<file path="src/rtl/reg_bank_pkg.sv">
// Shared types and constants for the register bank controller.
package reg_bank_pkg;

    typedef enum logic [1:0] {
        ST_IDLE = 2'd0,
        ST_WAIT = 2'd1,
        ST_RESP = 2'd2
    } state_e;

    // Bit position of the lock flag inside the LOCK register
    localparam int LOCK_BIT = 0;

    localparam int DATA_W_DEF   = 8;
    localparam int ADDR_W_DEF   = 8;
    localparam int NUM_REGS_DEF = 16;
    localparam int WAIT_CYC_DEF = 0;

    // True when a register index addresses an implemented register
    function automatic logic in_range(input int unsigned a, input int unsigned n);
        return (a < n);
    endfunction

endpackage

</file>
<file path="src/rtl/reg_bank_if.sv">
// Request/response bus between a host and the register bank.
interface reg_bank_if #(
    parameter int DATA_W = 8,
    parameter int ADDR_W = 8
);
    logic                en;
    logic                wr;
    logic [ADDR_W-1:0]   addr;
    logic [DATA_W-1:0]   wdata;
    logic [DATA_W/8-1:0] wstrb;
    logic [DATA_W-1:0]   rdata;
    logic                rdy;
    logic                err;

    modport master (
        output en, wr, addr, wdata, wstrb,
        input  rdata, rdy, err
    );

    modport slave (
        input  en, wr, addr, wdata, wstrb,
        output rdata, rdy, err
    );
endinterface

</file>
<file path="src/rtl/reg_bank_regfile.sv">
// Register storage with byte-lane masked writes, the LOCK flag and the read mux.
module reg_bank_regfile
    import reg_bank_pkg::*;
#(
    parameter int DATA_W   = DATA_W_DEF,
    parameter int ADDR_W   = ADDR_W_DEF,
    parameter int NUM_REGS = NUM_REGS_DEF
) (
    input  logic                clk,
    input  logic                rstn,
    input  logic                we,
    input  logic [ADDR_W-1:0]   addr,
    input  logic [DATA_W-1:0]   wdata,
    input  logic [DATA_W/8-1:0] wstrb,
    output logic [DATA_W-1:0]   rdata,
    output logic                lock
);
    localparam int NB    = DATA_W / 8;
    localparam int IDX_W = $clog2(NUM_REGS);
    localparam logic [IDX_W-1:0] LOCK_IDX = IDX_W'(NUM_REGS - 1);

    logic [DATA_W-1:0] regs [NUM_REGS-1];
    logic [IDX_W-1:0]  idx;
    logic              hit;

    assign idx = addr[IDX_W-1:0];
    assign hit = in_range(int'(addr), NUM_REGS);

    // Storage update: byte lanes of ordinary registers, single-bit LOCK register
    always_ff @(posedge clk) begin
        if (!rstn) begin
            for (int i = 0; i < NUM_REGS - 1; i++) begin
                regs[i] <= '0;
            end
            lock <= 1'b0;
        end else if (we && hit) begin
            if (idx == LOCK_IDX) begin
                if (wstrb[LOCK_BIT/8]) begin
                    lock <= wdata[LOCK_BIT];
                end
            end else begin
                for (int i = 0; i < NUM_REGS - 1; i++) begin
                    if (idx == IDX_W'(i)) begin
                        for (int b = 0; b < NB; b++) begin
                            if (wstrb[b]) begin
                                regs[i][8*b +: 8] <= wdata[8*b +: 8];
                            end
                        end
                    end
                end
            end
        end
    end

    // Read mux: unimplemented indices return zero, LOCK reads back as a single bit
    always_comb begin
        rdata = '0;
        if (hit) begin
            if (idx == LOCK_IDX) begin
                rdata[LOCK_BIT] = lock;
            end else begin
                for (int i = 0; i < NUM_REGS - 1; i++) begin
                    if (idx == IDX_W'(i)) begin
                        rdata = regs[i];
                    end
                end
            end
        end
    end

endmodule

</file>
<file path="src/rtl/reg_bank_ctrl.sv">
// Register bank access controller: captures one request, waits, then responds for one cycle.
module reg_bank_ctrl
    import reg_bank_pkg::*;
#(
    parameter int DATA_W   = DATA_W_DEF,
    parameter int ADDR_W   = ADDR_W_DEF,
    parameter int NUM_REGS = NUM_REGS_DEF,
    parameter int WAIT_CYC = WAIT_CYC_DEF
) (
    input  logic     clk,
    input  logic     rstn,
    reg_bank_if.slave bus
);
    localparam logic [1:0] S_IDLE = ST_IDLE;
    localparam logic [1:0] S_WAIT = ST_WAIT;
    localparam logic [1:0] S_RESP = ST_RESP;

    localparam logic [3:0] WAIT_LOAD = (WAIT_CYC > 0) ? 4'(WAIT_CYC - 1) : 4'd0;
    localparam logic [ADDR_W-1:0] LOCK_ADDR = ADDR_W'(NUM_REGS - 1);

    logic [1:0]          state;
    logic [3:0]          wait_cnt;
    logic                cap_wr;
    logic [ADDR_W-1:0]   cap_addr;
    logic [DATA_W-1:0]   cap_wdata;
    logic [DATA_W/8-1:0] cap_wstrb;
    logic [DATA_W-1:0]   rdata_q;

    logic [DATA_W-1:0]   rd_val;
    logic                lock;
    logic                hit;
    logic                blocked;
    logic                acc_err;
    logic                resp;
    logic                commit;

    // Access sequencing: capture in IDLE, count wait states down, respond for one cycle
    always_ff @(posedge clk) begin
        if (!rstn) begin
            state     <= S_IDLE;
            wait_cnt  <= 4'd0;
            cap_wr    <= 1'b0;
            cap_addr  <= '0;
            cap_wdata <= '0;
            cap_wstrb <= '0;
            rdata_q   <= '0;
        end else begin
            case (state)
                S_IDLE: begin
                    if (bus.en) begin
                        cap_wr    <= bus.wr;
                        cap_addr  <= bus.addr;
                        cap_wdata <= bus.wdata;
                        cap_wstrb <= bus.wstrb;
                        if (WAIT_CYC > 0) begin
                            state    <= S_WAIT;
                            wait_cnt <= WAIT_LOAD;
                        end else begin
                            state <= S_RESP;
                        end
                    end
                end
                S_WAIT: begin
                    if (wait_cnt == 4'd0) begin
                        state <= S_RESP;
                    end else begin
                        wait_cnt <= wait_cnt - 4'd1;
                    end
                end
                S_RESP: begin
                    state <= S_IDLE;
                    if (!cap_wr) begin
                        rdata_q <= rd_val;
                    end
                end
                default: begin
                    state <= S_IDLE;
                end
            endcase
        end
    end

    // Response decode; gated by rstn so a reset in the response cycle suppresses the pulse
    always_comb begin
        hit       = in_range(int'(cap_addr), NUM_REGS);
        blocked   = cap_wr && lock && (cap_addr != LOCK_ADDR);
        acc_err   = !hit || blocked;
        resp      = (state == S_RESP) && rstn;
        commit    = resp && cap_wr && !acc_err;
        bus.rdy   = resp;
        bus.err   = resp && acc_err;
        bus.rdata = (resp && !cap_wr) ? rd_val : rdata_q;
    end

    reg_bank_regfile #(
        .DATA_W   (DATA_W),
        .ADDR_W   (ADDR_W),
        .NUM_REGS (NUM_REGS)
    ) u_regfile (
        .clk   (clk),
        .rstn  (rstn),
        .we    (commit),
        .addr  (cap_addr),
        .wdata (cap_wdata),
        .wstrb (cap_wstrb),
        .rdata (rd_val),
        .lock  (lock)
    );

endmodule
</file>
<file path="src/flat_wrapper.sv">
// flat-port wrapper written by rule: the top's interface ports become plain ports
module reg_bank_ctrl_flat import reg_bank_pkg::*;
#(
    parameter int DATA_W   = DATA_W_DEF,
    parameter int ADDR_W   = ADDR_W_DEF,
    parameter int NUM_REGS = NUM_REGS_DEF,
    parameter int WAIT_CYC = WAIT_CYC_DEF
)
  (clk, rstn, bus_en, bus_wr, bus_addr, bus_wdata, bus_wstrb, bus_rdata, bus_rdy, bus_err);
  reg_bank_if #(.DATA_W(DATA_W), .ADDR_W(ADDR_W)) bus_i ();
  input  logic clk;
  input  logic rstn;
  input wire logic [$bits(bus_i.en)-1:0] bus_en;
  input wire logic [$bits(bus_i.wr)-1:0] bus_wr;
  input wire logic [$bits(bus_i.addr)-1:0] bus_addr;
  input wire logic [$bits(bus_i.wdata)-1:0] bus_wdata;
  input wire logic [$bits(bus_i.wstrb)-1:0] bus_wstrb;
  output wire logic [$bits(bus_i.rdata)-1:0] bus_rdata;
  output wire logic [$bits(bus_i.rdy)-1:0] bus_rdy;
  output wire logic [$bits(bus_i.err)-1:0] bus_err;
  assign bus_i.en = bus_en;
  assign bus_i.wr = bus_wr;
  assign bus_i.addr = bus_addr;
  assign bus_i.wdata = bus_wdata;
  assign bus_i.wstrb = bus_wstrb;
  assign bus_rdata = bus_i.rdata;
  assign bus_rdy = bus_i.rdy;
  assign bus_err = bus_i.err;
  reg_bank_ctrl #(.DATA_W(DATA_W), .ADDR_W(ADDR_W), .NUM_REGS(NUM_REGS), .WAIT_CYC(WAIT_CYC)) u_core (.clk(clk), .rstn(rstn), .bus(bus_i));
endmodule
</file>
<file path="config.mk">
export PLATFORM = sky130hd
export DESIGN_NAME = reg_bank_ctrl_flat
export DESIGN_NICKNAME = d
export VERILOG_FILES = /design/src/rtl/reg_bank_pkg.sv /design/src/rtl/reg_bank_if.sv /design/src/rtl/reg_bank_regfile.sv /design/src/rtl/reg_bank_ctrl.sv /design/src/flat_wrapper.sv
export SDC_FILE = /design/constraint.sdc
export NUM_CORES = 1
export LEC_CHECK = 0
export BUFFER_PORTS_ARGS = -buffer_cell sky130_fd_sc_hd__buf_2
export CORE_UTILIZATION = 60
export DETAILED_ROUTE_END_ITERATION = 6
export PLACE_DENSITY_LB_ADDON = 0.2
export SLEW_MARGIN = 20
export SYNTH_ARGS = -nofsm -noshare
export SYNTH_HDL_FRONTEND = slang
export SYNTH_HIERARCHICAL = 1
export SYNTH_SLANG_ARGS = --single-unit
</file>
<file path="constraint.sdc">
create_clock -name clk -period 3.7 [get_ports clk]
set_input_delay 0.37 -clock clk [delete_from_list [all_inputs] [get_ports clk]]
set_output_delay 0.37 -clock clk [all_outputs]
set_load 0.03 [all_outputs]
</file>
* Word level (Yosys, flattened, before mapping)
Memory sizes are Yosys's and may differ from the RTL's.
Cells that the tools add are included.
** Cells by class
- Add/subtract/negate cells :: 1
- $mul :: 0
- Divide/modulo/power cells :: 0
- Magnitude comparators :: 1
- Equal/unequal tests :: 20
- Shifts and indexed selects :: 0
- Muxes and demuxes :: 114
- Bitwise gates (word level) :: 17
- Reductions and logical operators :: 20
** Operators by type and width (number)
- $mux 8 :: 32
- $mux 1 :: 78
- $eq 4x4->1 const B :: 8
- $eq 4x3->1 const B :: 4
- $or 1x1->1 :: 15
- $eq 4x2->1 const B :: 2
- $logic_and 1x1->1 :: 8
- $logic_not 4->1 :: 2
- $lt 8x5->1 const B :: 1
- $ne 8x4->1 const B :: 1
- $reduce_and 2->1 :: 4
- $mux 7 :: 1
- $eq 4x1->1 const B :: 1
- $mux 2 :: 2
- $pmux 2 s2 :: 1
- $sub 4x1->4 const B :: 1
- $logic_not 1->1 :: 3
- $reduce_and 3->1 :: 1
- $eq 2x1->1 const B :: 1
- $eq 2x2->1 const B :: 1
- $logic_not 2->1 :: 1
- $ne 2x1->1 const B :: 1
- $ne 2x2->1 const B :: 1
- $not 1->1 :: 2
- $logic_or 1x1->1 :: 1
** Word-level totals
- Register bits :: 33
- Bits in latches :: 0
- RAM bits :: 120
- ROM bits :: 0
- Bits of input ports :: 21
- Word-level logic and storage cells :: 182
- Memories :: 1
** Memories
- u_core.u_regfile.regs :: words 15, width 8, read ports 15, clocked after memory_dff 0, write ports 15, RTL line reg_bank_regfile.sv:22 : logic [DATA_W-1:0] regs [NUM_REGS-1];

* Logic depth before layout (Yosys ltp)
- Depth after elaboration :: 19
- Mapped depth :: 9

* Modules after synthesis
The synthesis kept the hierarchy.
** By module, submodules not included
- reg_bank_regfile :: times used 1, cells an instance 454, area each 5594.1 µm², sequential area each 3623.5 µm²
- reg_bank_ctrl :: times used 1, cells an instance 134, area each 1139.8 µm², sequential area each 540.5 µm²

* Least setup slack after synthesis
OpenSTA, ideal clock, no wires.
- Kind :: reg-to-reg
- Start :: reg u_core.cap_addr[4]
- End :: mem u_core.u_regfile.regs[12][0], in the netlist u_core/u_regfile/regs[1][32], enable pin
- Library setup time :: 0.384 ns
- Arrival time :: 2.226 ns
- Required time :: 3.316 ns
- Slack :: 1.090 ns
- Stages on the path, launching flop included :: 7
- Path buffers :: 0
- Clock period less this slack :: 2.610 ns
- Cells stage by stage :: dfxtp_1 or4_1 a31oi_1 and3_1 nand3_4 or2_1 o21ai_0
** RTL lines
- start, declared :: RTL line reg_bank_ctrl.sv:24 : logic [ADDR_W-1:0] cap_addr;
- start signal, assigned :: RTL line reg_bank_ctrl.sv:52 : cap_addr <= bus.addr;
- end, declared :: RTL line reg_bank_regfile.sv:22

* Final worst setup path
- Start :: reg u_core.cap_addr[1]
- End :: out bus_rdata[4]
** On the way
- Cells in the longest elaborated chain, start to end :: 19
** Ends and longest elaborated chain
- $logic_not 4->1 :: RTL line reg_bank_regfile.sv:63 : if (idx == IDX_W'(i)) begin
- $mux 8 (15 in series) :: RTL line reg_bank_regfile.sv:63
- $mux 7 :: RTL line reg_bank_regfile.sv:59 : if (idx == LOCK_IDX) begin
- $mux 8 (*) :: RTL line reg_bank_regfile.sv:58 : if (hit) begin
- named net u_core.rd_val[4] :: RTL line reg_bank_ctrl.sv:29 : logic [DATA_W-1:0] rd_val;
- $mux 8 (*) :: RTL line reg_bank_ctrl.sv:92 : bus.rdata = (resp && !cap_wr) ? rd_val : rdata_q;
- end, declared :: RTL line flat_wrapper.sv:18 : output wire logic [$bits(bus_i.rdata)-1:0] bus_rdata;
Mark *: on every way through the listed nets, which the timed path passes. The rest lies on a longest branch.

==> impl.org <==
** Run status
- The flow ran to the end, and the final reports show no timing, DRC or antenna violations.

** Setup path
- Broken down by cell family, the worst path's largest delay share belongs to simple AND/OR/NAND/NOR gates.
- Crit path from :: u_core/cap_addr[1]
- Slowest cell on the critical path :: nor2b_2
- At the worst endpoint, the arrival time is 3.10 ns.
- In this run the worst path has a maximum fanout of 12.
- For the worst setup path, the data required time is around 3.3 ns.
- Walking the worst path, the cells encountered are nor2b_2 > a21oi_1 > o21ai_0 > nand2_1 > a31oi_1 > mux2_2 > buf_2.
- Critical Path Max Stage Delay :: between 0.6 and 0.7 ns
- Capturing element type of the critical path :: output port
- R2R Setup Slk :: 1.01 ns
- Counting cells, the worst reg-to-reg path comes to 7.
- The startpoint identified for the worst register-to-register timing path is u_core/cap_addr[4].
- Together, buffers and inverters on the worst path number 1.
- The worst setup path is launched from a register.
- Critical path start-end classification :: reg -> out
- Reg2Reg Capture Point :: u_core/u_regfile/regs[0][15]

** GRT
- Number of global-route vias before repair :: between 4000 and 5000
- Number of antenna violations at the first check in global routing :: 0
- Maximum number of pins on one net before global-route repair :: between 50 and 60
- First-pass GRT wire length :: between 20000 and 30000 um
- The total overflow left after global routing is 0.
- Across every metal layer, demand over resource in global routing totals approximately 30%.

** Floorplan
- Number of placement rows :: 38
- The initial utilization of the core area, before any placement, comes to roughly three fifths.
- The die covers roughly 12000 um^2.
- In this run the standard cell core region covers approximately 11000 um^2.
- For this design the top-level I/O count stands at 31.
- Measured along the y axis, the die boundary spans about 110 um.
- Horizontal die dimension :: between 100 and 150 um

** Min path
- The path with the worst hold slack has its endpoint at u_core/cap_wdata[0].
- Worst hold-check path type :: in -> reg
- Hold path depth :: 3
- In this run the most critical hold path is launched from bus_wdata[0].

** Yosys
- After synthesis, flip-flops and latches occupy roughly three fifths of the total area.
- Yosys top cell by area :: edfxtp_1
- Number of enable flip-flop cells after synthesis :: 120
- After synthesis, the share of flip-flops with an asynchronous set or reset is 0%.
- Counting flops and latches in the post-synthesis netlist gives approximately 150.
- By area the synthesized netlist is led by edfxtp_1, dfxtp_1, nor2_1.
- In this run, distinct cell masters in the synthesized netlist total between 50 and 60.
- For this run, the number of Yosys warnings is 6.
- In this run the cell area of the synthesized design comes to 6730 um^2.
- For this run, the leading register cell type out of synthesis is edfxtp_1.
- Area share of the leading cell type in the synthesized netlist :: between 50 and 60%
- When the netlist entered floorplanning its net count stood at 609.
- After technology mapping, the gate count stands at 588.
- After synthesis, the mean cell area works out to between 10 and 15 um^2.

** Layout
- Antenna Diode Count :: 0
- For this run, the number of standard cells in the final layout without fillers is approximately 770.
- For this run, the post-layout net count is roughly 640.
- Layout filler cell count :: around 790
- Most frequent cells in the layout :: edfxtp_1, nor2_1, nand2_1, buf_2, dfxtp_1
- Ratio of cells with drive above 1 in the final layout :: 19.1%
- Layout overhead on the synthesized area :: 12.4%
- Leading cell type in the layout, fill and taps excluded :: edfxtp_1
- Layout Cell Area excl Fill :: 7570 um^2

** STA
- Worst slew margin relative to its limit :: between 40 and 50%
- For the pin with the worst max-slew slack, the measured transition is between 0.7 and 0.8 ns.
- Hold slack final :: approximately 0.074 ns
- For this run, the top clock speed supported by timing is 288 MHz.
- Final hold violation count :: 0
- After routing, the total negative slack on setup checks comes to 0 ns.
- Between clock sinks in the finished design, the worst skew comes to around 0.010 ns.
- Post-route clock period utilization :: 93.9%
- The routed design could run at a clock period as short as between 3 and 4 ns.
- Across all setup checks in the final design, the least slack found is approximately 0.23 ns.
- Setup violations remaining at the end of the flow were counted as 0.
- The max-slew violation count came to 0.
- Setup repair after global routing left no endpoint under its margin.

** Placement
- The HPWL after detailed placement is ~11000 um.
- Routability congestion estimate :: 1.03
- Placed standard-cell area :: between 6000 and 7000 um^2
- In this run the tool buffered the top-level ports with 30 buffer cells.
- The number of placed instances, taps included, is 735.
- Post-placement setup slack :: ~0.60 ns

** CTS
- TritonCTS built the clock tree.
- Latest clock arrival within the worst-skew pair :: roughly 0.55 ns
- Number of buffers added for setup after CTS :: 0
- Clock tree sinks :: 148
- After clock tree synthesis, the clock-pin slew on the worst setup and hold paths is approximately 0.06 ns.
- The tree is rooted in a clkbuf_8.
- Hold-fix buffer count after cts :: 0
- The H-tree was split into 4 levels.
- The clock passes through at most 2 buffers.
- In this run, CTS created clock tree buffers numbering 17.

** Routing
- In the final routed layout, each cell accounts on average for ~22 um.
- Detailed-routing iteration count for the pre-antenna-repair pass :: 6
- Detailed-route via count :: 4843
- After detailed routing, the number of remaining DRC violations is 0.
- Sum of routed wire length over all layers :: 16600 um
- Once detail routing completed, the nets flagged for antenna violations numbered 0.
- The first routing iteration left around 630 violations.
- Via density :: between 6 and 7

** Flow run
- Across the run, the number of max-cap violations was 0.

** Power
- In this run the static leakage power is between 2 and 3 nW.
- Power spread over the standard cell area amounts to a little over 500 nW/um^2.
- Worst VDD drop :: roughly 410 uV
==> stage by stage <==
stage | util [%] | power, W
floorplan | - | 0.00215
global placement | 64.2 | 0.00225
detailed placement | 64.2 | 0.00226
CTS | 69.5 | 0.00389
global route | 69.5 | 0.00399
finish | 69.5 | 0.00387
==> where the power goes <==
group / internal, W / switching, W
combinational: 0.000109 / 0.000217
clock: 0.000989 / 0.000652
sequential: 0.00187 / 0.0000393
==> repair_timing <==
action | 4_1_cts | 5_1_grt
hold endpoints to repair | 0 | 0
resized for setup | 1 | 0
endpoints found under the setup margin | 1 | 0
==> cells by family (layout without fill, tap and decap cells) <==
group	after synthesis	in the layout	share of synthesized area (%)
and+or+nand+nor	228	228	15.3
DFF	148	148	61.8
AOI/OAI and AO/OA	124	124	12.6
buffers and inverters	53	92	3.73
muxes	35	35	6.56
==> flip-flops by register name, summed over array words and instances (netlist names) <==
name / flops
u_core/state: 1
u_core/u_regfile/lock: 1
u_core/cap_wdata: 8
u_core/u_regfile/regs: 120
u_core/cap_wstrb: 1
u_core/cap_wr: 1
u_core/rdata_q: 8
u_core/cap_addr: 8
==> final cells by class <==
| type | instances | area [um^2] | area share [%] |
|---|---|---|---|
| clock buffers | 19 | 442 | 5.83 |
| inverters | 15 | 56.3 | 0.744 |
| multi-input cells | 387 | 2320 | 30.7 |
| repair buffers | 45 | 275 | 3.64 |
| clock inverters | 13 | 134 | 1.77 |
| well taps | 140 | 175 | 2.31 |
| flip-flops and latches | 148 | 4170 | 55.0 |
==> how the worst max path moves through the flow <==
stage                                               to  slack [ns]  cells after the start
after floorplan           u_core/u_regfile/regs[1][32]        1.09                      6
after detailed placement                  bus_rdata[4]        0.60                      7
final                                     bus_rdata[4]        0.23                      7
after global routing                      bus_rdata[4]        0.12                      7
after global placement                    bus_rdata[4]        0.70                      7
after CTS                                 bus_rdata[4]        0.27                      7
==> routing by layer <==
metal / global-route usage [%] / wire length [um] / vias to the layer above
li1: - / - / 2171
met1: 42.0 / 6720 / 2346
met2: 46.3 / 7900 / 280
met3: 8.08 / 1550 / 46
met4: 12.2 / 411 / 0
met5: 0 / 0 / -
==> worst min-delay path, stage by stage <==
cell,delay (ns)
buf_2,0.10
nand2_1,0.04
a21boi_0,0.06
==> Yosys cell counts (all sizes together) (2+ instances only) <==
cell,count
mux2,13
buf,19
inv,14
a21boi,27
nand2,93
edfxtp,120
mux4,6
and2,2
a211oi,3
dfxtp,28
clkbuf,19
nand2b,5
o21ai,22
nor2b,9
a21o,8
or2,4
mux2i,16
a21oi,20
o22a,3
and3,2
nor2,101
nor3,3
nand3,5
a22oi,14
o2111ai,3
a32oi,4
a31oi,6
a221oi,2
nor4,2
Note: power is estimated with default switching activity, not from simulation.
